File: config.mk
export PLATFORM = sky130hd
export DESIGN_NAME = snitch_icache_l0_refill_arbiter
export DESIGN_NICKNAME = d
export VERILOG_FILES = /design/src/rtl/snitch_icache_pkg.sv /design/src/rtl/snitch_icache_rr_pick.sv /design/src/rtl/snitch_icache_l0_refill_arbiter.sv
export SDC_FILE = /design/constraint.sdc
export NUM_CORES = 1
export LEC_CHECK = 0
export ABC_AREA = 0
export BUFFER_PORTS_ARGS = -buffer_cell sky130_fd_sc_hd__buf_2
export CORE_AREA = 5 5 173 175
export DETAILED_ROUTE_END_ITERATION = 8
export DIE_AREA = 0 0 178 180
export PLACE_DENSITY_LB_ADDON = 0.15
export SYNTH_ARGS = -nofsm -noshare
export SYNTH_HDL_FRONTEND = slang
export SYNTH_SLANG_ARGS = --single-unit
File: constraint.sdc
create_clock -name clk_i -period 3.4 [get_ports clk_i]
set_input_delay 0.34 -clock clk_i [delete_from_list [all_inputs] [get_ports clk_i]]
set_output_delay 0.34 -clock clk_i [all_outputs]
set_load 0.02 [all_outputs]
File: src/rtl/snitch_icache_pkg.sv
// snitch_icache_pkg: types shared by the L0 caches and the L0 refill arbiter.
package snitch_icache_pkg;

  localparam int unsigned REFILL_AW = 32;

  typedef enum logic {
    IDLE,
    LOCKED
  } arb_state_e;

  typedef struct packed {
    logic                 is_prefetch;
    logic [REFILL_AW-1:0] addr;
  } refill_req_t;

endpackage

File: src/rtl/snitch_icache_rr_pick.sv
// snitch_icache_rr_pick: picks the first eligible bit at or after ptr, wrapping modulo N.
module snitch_icache_rr_pick #(
  parameter int unsigned N  = 4,
  parameter int unsigned IW = $clog2(N)
) (
  input  logic [N-1:0]  elig,
  input  logic [IW-1:0] ptr,
  output logic [N-1:0]  onehot,
  output logic [IW-1:0] idx,
  output logic          valid
);

  logic [IW-1:0] cand;

  // Walking offsets from the far end leaves the closest eligible candidate in idx.
  always_comb begin
    idx  = '0;
    cand = '0;
    for (int i = int'(N) - 1; i >= 0; i--) begin
      cand = IW'((int'(ptr) + i) % int'(N));
      if (elig[cand]) idx = cand;
    end
  end

  assign valid  = |elig;
  assign onehot = valid ? (N'(1) << idx) : '0;

endmodule

File: src/rtl/snitch_icache_l0_refill_arbiter.sv
// snitch_icache_l0_refill_arbiter: shares the L1 refill channel among NR_PORTS L0 caches.
// Define SNITCH_ICACHE_L0_ARB_AGING_EN to promote long-waiting prefetches to demand class.
module snitch_icache_l0_refill_arbiter import snitch_icache_pkg::*; #(
  parameter int unsigned NR_PORTS        = 4,
  parameter int unsigned FETCH_AW        = 32,
  parameter int unsigned LINE_WIDTH      = 128,
  parameter int unsigned MAX_OUTSTANDING = 2,
`ifdef SNITCH_ICACHE_L0_ARB_AGING_EN
  parameter int unsigned AGE_LIMIT       = 16,
`endif
  parameter int unsigned PORT_IDX_W      = $clog2(NR_PORTS),
  parameter int unsigned ID_W            = PORT_IDX_W + 1
) (
  input  logic                               clk_i,
  input  logic                               rst_i,
  input  logic [NR_PORTS-1:0][FETCH_AW-1:0]  in_req_addr_i,
  input  logic [NR_PORTS-1:0]                in_req_prefetch_i,
  input  logic [NR_PORTS-1:0]                in_req_valid_i,
  output logic [NR_PORTS-1:0]                in_req_ready_o,
  output logic [LINE_WIDTH-1:0]              in_rsp_data_o,
  output logic                               in_rsp_error_o,
  output logic [ID_W-1:0]                    in_rsp_id_o,
  output logic [NR_PORTS-1:0]                in_rsp_valid_o,
  input  logic [NR_PORTS-1:0]                in_rsp_ready_i,
  output logic [FETCH_AW-1:0]                out_req_addr_o,
  output logic [ID_W-1:0]                    out_req_id_o,
  output logic                               out_req_valid_o,
  input  logic                               out_req_ready_i,
  input  logic [LINE_WIDTH-1:0]              out_rsp_data_i,
  input  logic                               out_rsp_error_i,
  input  logic [ID_W-1:0]                    out_rsp_id_i,
  input  logic                               out_rsp_valid_i,
  output logic                               out_rsp_ready_o
);

  localparam int unsigned CW = $clog2(MAX_OUTSTANDING + 1);

  arb_state_e                       state_q;
  logic [PORT_IDX_W-1:0]            rr_ptr_q, grant_q;
  logic [NR_PORTS-1:0][CW-1:0]      cnt_q;
  logic [NR_PORTS-1:0]              elig, aged, dem_class, dem_oh, pf_oh, gnt_oh;
  logic [NR_PORTS-1:0]              cnt_inc, cnt_dec;
  logic [PORT_IDX_W-1:0]            dem_idx, pf_idx, gnt_idx, rsp_p;
  logic                             dem_valid, pf_valid, locked, gnt_valid;
  logic                             req_hs, rsp_hs, rsp_legal;

  always_comb begin
    elig = '0;
    for (int p = 0; p < int'(NR_PORTS); p++)
      elig[p] = in_req_valid_i[p] && (cnt_q[p] < CW'(MAX_OUTSTANDING));
  end

  assign dem_class = ~in_req_prefetch_i | aged;

  snitch_icache_rr_pick #(.N(NR_PORTS), .IW(PORT_IDX_W)) i_pick_demand (
    .elig   (elig & dem_class),
    .ptr    (rr_ptr_q),
    .onehot (dem_oh),
    .idx    (dem_idx),
    .valid  (dem_valid)
  );

  snitch_icache_rr_pick #(.N(NR_PORTS), .IW(PORT_IDX_W)) i_pick_prefetch (
    .elig   (elig & ~dem_class),
    .ptr    (rr_ptr_q),
    .onehot (pf_oh),
    .idx    (pf_idx),
    .valid  (pf_valid)
  );

  // While locked the arbiter is frozen on grant_q so the L1 sees a stable request.
  assign locked    = state_q == LOCKED;
  assign gnt_idx   = locked ? grant_q : (dem_valid ? dem_idx : pf_idx);
  assign gnt_oh    = locked ? (NR_PORTS'(1) << grant_q) : (dem_valid ? dem_oh : pf_oh);
  assign gnt_valid = locked ? in_req_valid_i[grant_q] : (dem_valid || pf_valid);

  assign out_req_valid_o = gnt_valid && !rst_i;
  assign out_req_addr_o  = in_req_addr_i[gnt_idx];
  assign out_req_id_o    = {gnt_idx, in_req_prefetch_i[gnt_idx]};
  assign in_req_ready_o  = gnt_oh & {NR_PORTS{out_req_valid_o && out_req_ready_i}};
  assign req_hs          = out_req_valid_o && out_req_ready_i;

  always_ff @(posedge clk_i or posedge rst_i) begin
    if (rst_i) begin
      state_q  <= IDLE;
      grant_q  <= '0;
      rr_ptr_q <= '0;
    end else begin
      if (!locked && gnt_valid && !out_req_ready_i) begin
        state_q <= LOCKED;
        grant_q <= gnt_idx;
      end else if (locked && out_req_ready_i) begin
        state_q <= IDLE;
      end
      if (req_hs)
        rr_ptr_q <= (int'(gnt_idx) == int'(NR_PORTS) - 1) ? '0 : gnt_idx + PORT_IDX_W'(1);
    end
  end

  // Responses are routed by the port index in the upper ID bits; bad indices are dropped.
  assign rsp_p           = out_rsp_id_i[ID_W-1:1];
  assign rsp_legal       = int'(rsp_p) < int'(NR_PORTS);
  assign in_rsp_data_o   = out_rsp_data_i;
  assign in_rsp_error_o  = out_rsp_error_i;
  assign in_rsp_id_o     = out_rsp_id_i;
  assign in_rsp_valid_o  = (out_rsp_valid_i && rsp_legal) ? (NR_PORTS'(1) << rsp_p) : '0;
  assign out_rsp_ready_o = rsp_legal ? in_rsp_ready_i[rsp_p] : 1'b1;
  assign rsp_hs          = out_rsp_valid_i && out_rsp_ready_o && rsp_legal;

  assign cnt_inc = req_hs ? gnt_oh : '0;
  assign cnt_dec = rsp_hs ? in_rsp_valid_o : '0;

  always_ff @(posedge clk_i or posedge rst_i) begin
    if (rst_i) begin
      cnt_q <= '0;
    end else begin
      for (int p = 0; p < int'(NR_PORTS); p++) begin
        if (cnt_inc[p] && !cnt_dec[p])
          cnt_q[p] <= cnt_q[p] + CW'(1);
        else if (cnt_dec[p] && !cnt_inc[p])
          cnt_q[p] <= cnt_q[p] - CW'(1);
      end
    end
  end

`ifdef SNITCH_ICACHE_L0_ARB_AGING_EN
  localparam int unsigned AGE_W = $clog2(AGE_LIMIT + 1);

  logic [NR_PORTS-1:0][AGE_W-1:0] age_q;

  always_ff @(posedge clk_i or posedge rst_i) begin
    if (rst_i) begin
      age_q <= '0;
    end else begin
      for (int p = 0; p < int'(NR_PORTS); p++) begin
        if (!in_req_valid_i[p] || cnt_inc[p])
          age_q[p] <= '0;
        else if (elig[p] && in_req_prefetch_i[p] && age_q[p] != AGE_W'(AGE_LIMIT))
          age_q[p] <= age_q[p] + AGE_W'(1);
      end
    end
  end

  always_comb begin
    aged = '0;
    for (int p = 0; p < int'(NR_PORTS); p++)
      aged[p] = age_q[p] == AGE_W'(AGE_LIMIT);
  end
`else
  assign aged = '0;
`endif

  assert property (@(posedge clk_i) disable iff (rst_i)
    out_req_valid_o && !out_req_ready_i |=>
      out_req_valid_o && $stable(out_req_addr_o) && $stable(out_req_id_o));

  assert property (@(posedge clk_i) disable iff (rst_i) $onehot0(in_req_ready_o));

  assert property (@(posedge clk_i) disable iff (rst_i) !(out_rsp_valid_i && !rsp_legal));

  assert property (@(posedge clk_i) disable iff (rst_i) !(rsp_hs && cnt_q[rsp_p] == '0));

  for (genvar i = 0; i < NR_PORTS; i++) begin : g_cnt_chk
    assert property (@(posedge clk_i) disable iff (rst_i)
      !(cnt_inc[i] && !cnt_dec[i] && cnt_q[i] == CW'(MAX_OUTSTANDING)));
    assert property (@(posedge clk_i) disable iff (rst_i)
      !(cnt_dec[i] && !cnt_inc[i] && cnt_q[i] == '0));
  end

endmodule

==> results of run 1 <==
-- stage by stage --
step,power (mW),cells,utilization [%]
5_1_grt,4.10,1064,19.7
6_report,3.78,1064,19.7
3_3_place_gp,3.67,1060,19.3
2_1_floorplan,2.93,651,-
4_1_cts,3.86,1064,19.6
3_5_place_dp,3.61,1060,19.3
-- power breakdown --
group          total [mW]  internal, mW  switching [mW]
Clock               0.229         0.157          0.0716
Combinational        3.19          1.29            1.90
Sequential          0.362         0.233           0.129
-- registers in the layout, indices dropped and copies added (netlist names) --
register / cells
locked: 1
grant_q: 2
cnt_q: 8
rr_ptr_q: 2
-- cell usage in the layout, fill, tap and decap left out, drive strengths merged, types with 8 or more instances in the layout --
cell type / n
a21o: 33
a21oi: 10
a32oi: 33
buf: 209
dfrtp: 13
mux2: 35
mux2i: 67
nand2: 11
nand3: 35
nor2: 10
nor2b: 66
o21ai: 44
or3b: 37
xor2: 8
-- kinds of logic (layout without fill, tap and decap cells) --
logic type,count (synthesis),in the layout,synth area share [%]
compound gates,137,137,18.6
xor+xnor,12,12,2.03
fa+ha+maj,5,5,1.21
buf+inv,188,217,25.9
flops,13,13,6.29
mux,104,104,21.5
simple gates,192,192,24.4
-- repair_timing --
| item | CTS | global route |
|---|---|---|
| resized for setup | 0 | 1 |
| endpoints found under the setup margin | 0 | 7 |
| hold buffers | 0 | 0 |
-- worst paths after layout --
kind	slack, ns	cells past startpoint	to	start
worst max register to register	0.57	8	rr_ptr_q[1]	cnt_q[5]
min in group clk_i	0.30	2	locked	out_req_ready_i
max in group asynchronous	2.84	2	grant_q[0]	rst_i
worst min register to register	0.49	1	cnt_q[0]	cnt_q[0]
worst min-delay path	0.16	2	locked	rst_i
worst max-delay path	0.24	8	out_req_addr_o[14]	cnt_q[3]
-- critical path: cells and delay by family, from the launching register on --
| family | cells | cell delay, ns |
|---|---|---|
| AND/OR/NAND/NOR | 2 | 0.96 |
| buffers and inverters | 2 | 0.40 |
| AO/OA/AOI/OAI | 4 | 0.72 |
| flip-flops | 1 | 0.41 |
-- area by class of cell --
type / instances / area [sq um] / share of cell area (%)
flip-flops and latches: 13 / 333 / 5.98
repair buffers: 209 / 1130 / 20.2
clock buffers: 3 / 75.1 / 1.35
inverters: 4 / 15.0 / 0.270
well taps: 384 / 480 / 8.64
clock inverters: 1 / 5.00 / 0.0899
multi-input cells: 450 / 3530 / 63.4
-- layer usage --
metal	wire [microns]	GRT usage, %
met1	8210	14.2
met2	9270	19.5
met3	1400	2.21
met4	397	2.78
met5	26	0
==> run_results.csv, run 1 <==
group,metric,value,unit
power_and_ir_drop,peakVddDrop,0.000375,V
clock_network,cts_sinks,13,
critical_path,crit_type,"reg2out",
timing,hold_viol,0,
yosys,ys_ff_latch,13,
yosys,seq_area_frac_synth,6.29,%
floorplanning,rows,62,
global_route,grt_max_degree,107,
yosys,synth_ff_type,"dfrtp_1",
timing,maxSlewHeadroom,51.2,%
floorplanning,die_h,180,microns
timing,max_freq,0.317,GHz
clock_network,cts_max_level,1,
critical_path,arrival,2.82,ns
floorplanning,die_area,32000,sq um
critical_path,cp_max_fo,64,
yosys,synth_area_per_cell,7.94,sq um
timing,period_minus_slack,3.16,ns
global_route,grt-ovfl-total,0,
clock_network,cts_tree,"built",
cells_and_area,layout-drive-gt1-share,40.4,%
placement,place_congestion,0.756,
yosys,yosysWarnings,0,
placement,port_buffers,192,
job,drv_cap,0,
route,detail_route.drc_violations,0,
floorplanning,core-area,28300,sq um
clock_network,clk_latency,0.24,ns
placement,dp_slack,0.285,ns
route,wl,19.3,mm
route,detail-route-antenna-nets,0,
yosys,ys_async_sr_fraction,100,%
route,viasPerCell,4.46,
yosys,synth_top_area_share,19.3,%
yosys,synth-edff-count,0,
floorplanning,start_util,18.3,%
critical_path,cp-start-kind,"flop",
timing,finalCritPeriodShare,92.9,%
placement,hpwlAfterDp,14.5,mm
timing,setup_viol,0,
route,post_drt_wl_per_cell,18.1,microns
placement,postPlaceCellArea,5480,sq um
yosys,synth_area_leaders,"buf_4 (19%), mux2i_1 (13%), nor2b_1 (8.0%)",
power_and_ir_drop,p_per_area,680,nW/um^2
global_route,track_usage,11.2,%
yosys,synthCells,651,
timing,finalHoldWorstSlack,0.156,ns
route,drt_first_iter_violations,157,
global_route,antenna_found_initial,2,
timing,final-max-slew-violation-count,0,
yosys,synth.distinct_cells,59,
cells_and_area,fill_cells,3265,
timing,final.setup.worst_slack,0.241,ns
critical_path,slowest_stage,"or3b_2",
route,vias,4748,
floorplanning,io_pins,453,
timing,worst_pin_slew,0.732,ns
clock_network,clkTransAtPathRegs,0.05,ns
yosys,synth_common_cells,"buf_4 (133), mux2i_1 (67), nor2b_1 (66), o21ai_0 (39)",
clock_network,cts_setup_buffers,0,
cells_and_area,nNetsFinal,962,
critical_path,slowest_delay,0.49,ns
critical_path,cp.required,3.06,ns
cells_and_area,area_growth,7.65,%
critical_path,path_cells,"or3b_1 -> a211oi_2 -> o22a_2 -> a21oi_4 -> buf_12 -> or3b_2 -> a32oi_1 -> buf_2",
timing,grt_setup_unrepaired,"false",
clock_network,clockBufferDepth,2,
yosys,syn_nets,932,
cells_and_area,stdcell_area,5560,sq um
yosys,yosysMostFrequentCell,"buf_4",
global_route,grt_pass1_vias,4979,
outcome,outcome,"finished, final reports clean",
hold_path,hold_class,"in2async",
global_route,grt_pass1_wl,29.2,mm
critical_path,endpoint_kind,"primary output",
clock_network,root_buffer,"clkbuf_16",
floorplanning,die_w,178,microns
route,dr.pass1.iters,4,
yosys,syn_area,5170,sq um
clock_network,cts_buffers,3,
cells_and_area,antenna_cells,0,
yosys,synth_top_area_cell,"buf_4",
power_and_ir_drop,p_leak,2.55,nW
timing,finClkSkew,0.00195,ns
timing,fin_tns_setup,0,ns
Power figures use the tool's default switching activity.
==> run 2: changes to the inputs <==
==> constraint.sdc (replaced) <==
create_clock -name clk_i -period 3.4 [get_ports clk_i]
set_input_delay 0.51 -clock clk_i [delete_from_list [all_inputs] [get_ports clk_i]]
set_output_delay 0.51 -clock clk_i [all_outputs]
set_load 0.02 [all_outputs]
==> run_results.csv, run 2 (synthesis results as in run 1) <==
group,metric,value,unit
clock_network,clockBufferDepth,2,
critical_path,startpoint,"cnt_q[3]",
critical_path,cp.required,2.89,ns
power_and_ir_drop,p_leak,2.63,nW
floorplanning,io_pins,453,
clock_network,cts_max_level,1,
critical_path,reg2reg_from,"cnt_q[3]",
timing,fin_tns_setup,0,ns
global_route,antenna_found_initial,4,
clock_network,cts_setup_buffers,0,
placement,place_congestion,0.825,
timing,worst_pin_slew,0.660,ns
cells_and_area,final_cell_mix,"buf_2 (192), mux2i_1 (67), nor2b_1 (66), o21ai_0 (39)",
route,dr.pass1.iters,4,
placement,postPlaceCellArea,5630,sq um
timing,final.setup.worst_slack,0.176,ns
cells_and_area,finalNonFillerCells,1077,
floorplanning,rows,62,
hold_path,hold_class,"in2async",
critical_path,cp-start-kind,"flop",
cells_and_area,fill_cells,3199,
route,detail-route-antenna-nets,0,
timing,finClkSkew,0.00215,ns
cells_and_area,stdcell_area,5740,sq um
cells_and_area,nNetsFinal,974,
global_route,grt-ovfl-total,0,
cells_and_area,largestRegisters,"cnt_q (8), grant_q (2), rr_ptr_q (2)",
route,viasPerCell,4.44,
clock_network,cts_sinks,13,
critical_path,arrival,2.71,ns
route,detail_route.drc_violations,0,
critical_path,r2r_slack,0.59,ns
power_and_ir_drop,p_per_area,688,nW/um^2
timing,grt_setup_unrepaired,"false",
critical_path,endpoint_kind,"primary output",
global_route,grt_max_degree,71,
route,drt_first_iter_violations,152,
global_route,grt_pass1_vias,4897,
critical_path,cp_max_fo,26,
timing,setup_viol,0,
timing,period_minus_slack,3.22,ns
critical_path,path_cells,"nor3b_1 -> o22a_2 -> a21oi_4 -> buf_12 -> buf_4 -> or3b_1 -> a32oi_1 -> buf_2",
clock_network,cts_buffers,3,
floorplanning,core-area,28300,sq um
outcome,outcome,"finished, final reports clean",
cells_and_area,largest_register_ffs,8,
timing,finalCritPeriodShare,94.8,%
route,post_drt_wl_per_cell,18.4,microns
cells_and_area,final_common_cell,"buf_2",
floorplanning,die_h,180,microns
route,wl,19.8,mm
floorplanning,die_area,32000,sq um
job,drv_cap,0,
clock_network,cts_tree,"built",
clock_network,clk_latency,0.24,ns
cells_and_area,top_register,"cnt_q",
timing,final-max-slew-violation-count,0,
timing,max_freq,0.310,GHz
placement,dp_slack,0.0571,ns
placement,port_buffers,192,
floorplanning,start_util,18.3,%
route,vias,4778,
critical_path,r2r_cells,9,
timing,maxSlewHeadroom,55.9,%
clock_network,clkTransAtPathRegs,0.05,ns
critical_path,slowest_delay,0.58,ns
power_and_ir_drop,peakVddDrop,0.000237,V
cells_and_area,layout-drive-gt1-share,42.5,%
floorplanning,die_w,178,microns
placement,dp.cells,1072,
clock_network,root_buffer,"clkbuf_16",
critical_path,reg2reg_to,"cnt_q[7]",
critical_path,slowest_stage,"nor3b_1",
timing,hold_viol,0,
placement,hpwlAfterDp,15.1,mm
global_route,grt_pass1_wl,29.6,mm
critical_path,crit_type,"reg2out",
cells_and_area,area_growth,11.1,%
global_route,track_usage,11.6,%
[run 2: cell types whose count changed in the layout (fill, tap and decap cells not counted), sizes merged]
cell | before | now
buf | 209 | 221
diode | 0 | 1
[run 2: layer usage]
| layer | vias to the layer above | GRT usage (%) | share of wire, % |
|---|---|---|---|
| li1 | 2316 | - | - |
| met1 | 2247 | 14.6 | 42 |
| met2 | 163 | 19.8 | 49 |
| met3 | 46 | 2.48 | 6.4 |
| met4 | 6 | 3.40 | 2.5 |
| met5 | - | 0 | 0.23 |
[run 2: worst max-delay path by stage]
stage / to / slack, ns / cells after the start
final: out_req_addr_o[15] / 0.18 / 8
after global routing: out_req_addr_o[30] / 0.009 / 9
after CTS: out_req_addr_o[15] / 0.02 / 8
after detailed placement: out_req_addr_o[15] / 0.06 / 9
after global placement: out_req_addr_o[18] / 0.09 / 8
after floorplan: cnt_q[5] / 0.06 / 10
[run 2: cell type report]
cell class / instances / area, sq um / area share (%)
Antenna cell: 1 / 2.50 / 0.0436
Clock buffer: 3 / 75.1 / 1.31
Clock inverter: 1 / 5.00 / 0.0872
Inverter: 4 / 15.0 / 0.261
Multi-Input combinational cell: 450 / 3550 / 61.8
Sequential cell: 13 / 335 / 5.84
Tap cell: 384 / 480 / 8.37
Timing Repair Buffer: 221 / 1280 / 22.3
[run 2: repair_timing]
item	in CTS	in global routing
endpoints found under the setup margin	4	29
resized for setup	1	7
pin swaps	0	0
hold buffers	0	0
[run 2: report_power, final]
part	switching [mW]	leakage (nW)	internal, mW
logic	1.92	2.44	1.43
clock network	0.0653	0.0409	0.156
registers	0.145	0.152	0.236
[run 2: worst max-delay path, delay by kind of cell (launching register included)]
kind            cells  cell delay (ns)
buf+inv             3             0.56
compound gates      3             0.55
simple gates        2             0.93
flops               1             0.42
[run 2: metrics by stage]
stage | utilization (%) | hold WS [ns] | total power [mW]
after floorplan | - | 0.387 | 2.93
final | 20.3 | 0.328 | 3.95
after detailed placement | 19.9 | 0.478 | 3.77
after global placement | 19.9 | 0.478 | 3.83
after CTS | 20.2 | 0.362 | 4.01
after global routing | 20.3 | 0.398 | 4.31
==> run 3: changes to the inputs <==
--- a/config.mk
+++ b/config.mk
@@ -10,7 +10,7 @@
 export CORE_AREA = 5 5 173 175
 export DETAILED_ROUTE_END_ITERATION = 8
 export DIE_AREA = 0 0 178 180
-export PLACE_DENSITY_LB_ADDON = 0.15
+export PLACE_DENSITY_LB_ADDON = 0.12
 export SYNTH_ARGS = -nofsm -noshare
 export SYNTH_HDL_FRONTEND = slang
 export SYNTH_SLANG_ARGS = --single-unit
==> run_results.csv, run 3 (synthesis results as in run 1) <==
group,metric,value,unit
outcome,outcome,"finished, final reports clean",
cells_and_area,area_growth,12.4,%
route,viasPerCell,4.53,
route,drt_first_iter_violations,187,
timing,max_freq,0.304,GHz
route,detail-route-antenna-nets,0,
cells_and_area,final_common_cell,"buf_2",
critical_path,reg2reg_from,"cnt_q[5]",
clock_network,cts_hold_buf,0,
cells_and_area,final_cell_mix,"buf_2 (190), mux2i_1 (67), nor2b_1 (66), o21ai_0 (39)",
clock_network,cts_sinks,13,
placement,place_congestion,0.745,
timing,finalCritPeriodShare,96.7,%
critical_path,slowest_delay,0.46,ns
cells_and_area,largestRegisters,"cnt_q (8), grant_q (2), rr_ptr_q (2)",
floorplanning,rows,62,
timing,period_minus_slack,3.29,ns
clock_network,clockBufferDepth,2,
global_route,grt-ovfl-total,0,
cells_and_area,nNetsFinal,978,
timing,fin_tns_setup,0,ns
floorplanning,die_w,178,microns
timing,final-max-slew-violation-count,0,
critical_path,endpoint_kind,"primary output",
critical_path,cp-start-kind,"flop",
power_and_ir_drop,p_leak,2.66,nW
floorplanning,io_pins,453,
timing,hold_viol,0,
placement,postPlaceCellArea,5610,sq um
cells_and_area,largest_register_ffs,8,
placement,port_buffers,192,
critical_path,arrival,2.78,ns
cells_and_area,finalNonFillerCells,1081,
critical_path,r2r_cells,8,
floorplanning,start_util,18.3,%
route,vias,4896,
clock_network,cts_tree,"built",
cells_and_area,fill_cells,3216,
cells_and_area,layout-drive-gt1-share,43.7,%
cells_and_area,multi_input_area,3590,sq um
floorplanning,die_h,180,microns
critical_path,crit_type,"reg2out",
route,wl,20.2,mm
critical_path,cp.required,2.89,ns
critical_path,cp_max_fo,14,
timing,setup_viol,0,
cells_and_area,stdcell_area,5810,sq um
critical_path,slowest_stage,"dfrtp_1",
timing,grt_setup_unrepaired,"false",
timing,final.setup.worst_slack,0.111,ns
placement,hpwlAfterDp,15.5,mm
critical_path,endpoint,"out_req_addr_o[24]",
route,post_drt_wl_per_cell,18.7,microns
clock_network,cts_buffers,3,
job,drv_cap,0,
route,detail_route.drc_violations,0,
clock_network,cts_max_level,1,
placement,dp.cells,1072,
clock_network,clkTransAtPathRegs,0.05,ns
timing,finClkSkew,0.000903,ns
route,dr.pass1.iters,4,
cells_and_area,top_register,"cnt_q",
floorplanning,core-area,28300,sq um
hold_path,hold_class,"in2async",
clock_network,root_buffer,"clkbuf_16",
placement,dp_slack,-0.0429,ns
cells_and_area,regArea,337,sq um
timing,maxSlewHeadroom,58.5,%
floorplanning,die_area,32000,sq um
power_and_ir_drop,totalPowerFinal,4.08,mW
critical_path,path_cells,"or3b_4 -> a211oi_2 -> o22a_2 -> a21oi_4 -> buf_12 -> buf_4 -> or3b_1 -> a32oi_1 -> buf_2",
critical_path,r2r_slack,0.69,ns
global_route,grt_pass1_vias,5067,
global_route,antenna_found_initial,5,
global_route,grt_pass1_wl,30.1,mm
global_route,track_usage,11.7,%
timing,worst_pin_slew,0.623,ns
clock_network,clk_latency,0.24,ns
critical_path,startpoint,"cnt_q[7]",
power_and_ir_drop,peakVddDrop,0.000331,V
global_route,grt_max_degree,71,
power_and_ir_drop,p_per_area,701,nW/um^2
critical_path,reg2reg_to,"rr_ptr_q[1]",
[run 3: cell count changes in the layout (fill, tap and decap cells not counted), moves of 2 or more]
cell,before,now
a32oi_2,0,2
a32oi_1,33,31
buf_12,8,6
buf_4,21,27
buf_2,192,190
[run 3: how the worst min path moves through the flow]
stage	startpoint	to	slack, ns	depth (start not counted)
after detailed placement	cnt_q[2]	cnt_q[2]	0.48	1
after CTS	rst_i	cnt_q[0]	0.36	2
after floorplan	rst_i	cnt_q[0]	0.39	1
after global placement	cnt_q[4]	cnt_q[4]	0.48	1
final	rst_i	cnt_q[0]	0.33	2
after global routing	rst_i	cnt_q[1]	0.39	2
[run 3: layer usage]
layer	global-route usage, %	vias to the layer above	routed length [microns]
met4	2.44	10	359
met2	19.6	178	9430
met5	0	-	72
met3	3.55	54	1640
met1	14.7	2322	8740
li1	-	2332	-
[run 3: power by group]
part	leakage (nW)	internal, mW	switching [mW]
Sequential	0.151	0.237	0.140
Clock	0.0382	0.158	0.0672
Combinational	2.47	1.48	1.99
[run 3: through the flow]
step,util [%],hold slack [ns]
final,20.5,0.325
after global placement,19.8,0.479
after detailed placement,19.8,0.476
after floorplan,-,0.387
after global routing,20.5,0.388
after CTS,20.2,0.363
[run 3: layout make-up]
type / count / share of cell area [%]
inverters: 4 / 0.258
multi-input cells: 450 / 61.7
well taps: 384 / 8.27
repair buffers: 225 / 22.5
clock buffers: 4 / 1.36
flip-flops and latches: 13 / 5.79
diodes: 1 / 0.0431
[run 3: critical path, delay by kind of cell (launching register included)]
kind            cells  cell delay [ns]
flops               1             0.46
compound gates      4             0.72
buf+inv             3             0.57
simple gates        2             0.78
[run 3: repair_timing]
item                                    CTS  global route
gates resized for setup                   5            13
endpoints found under the setup margin   13            22
cloned                                    0             1
pin swaps                                 0             1
setup buffers                             0             3
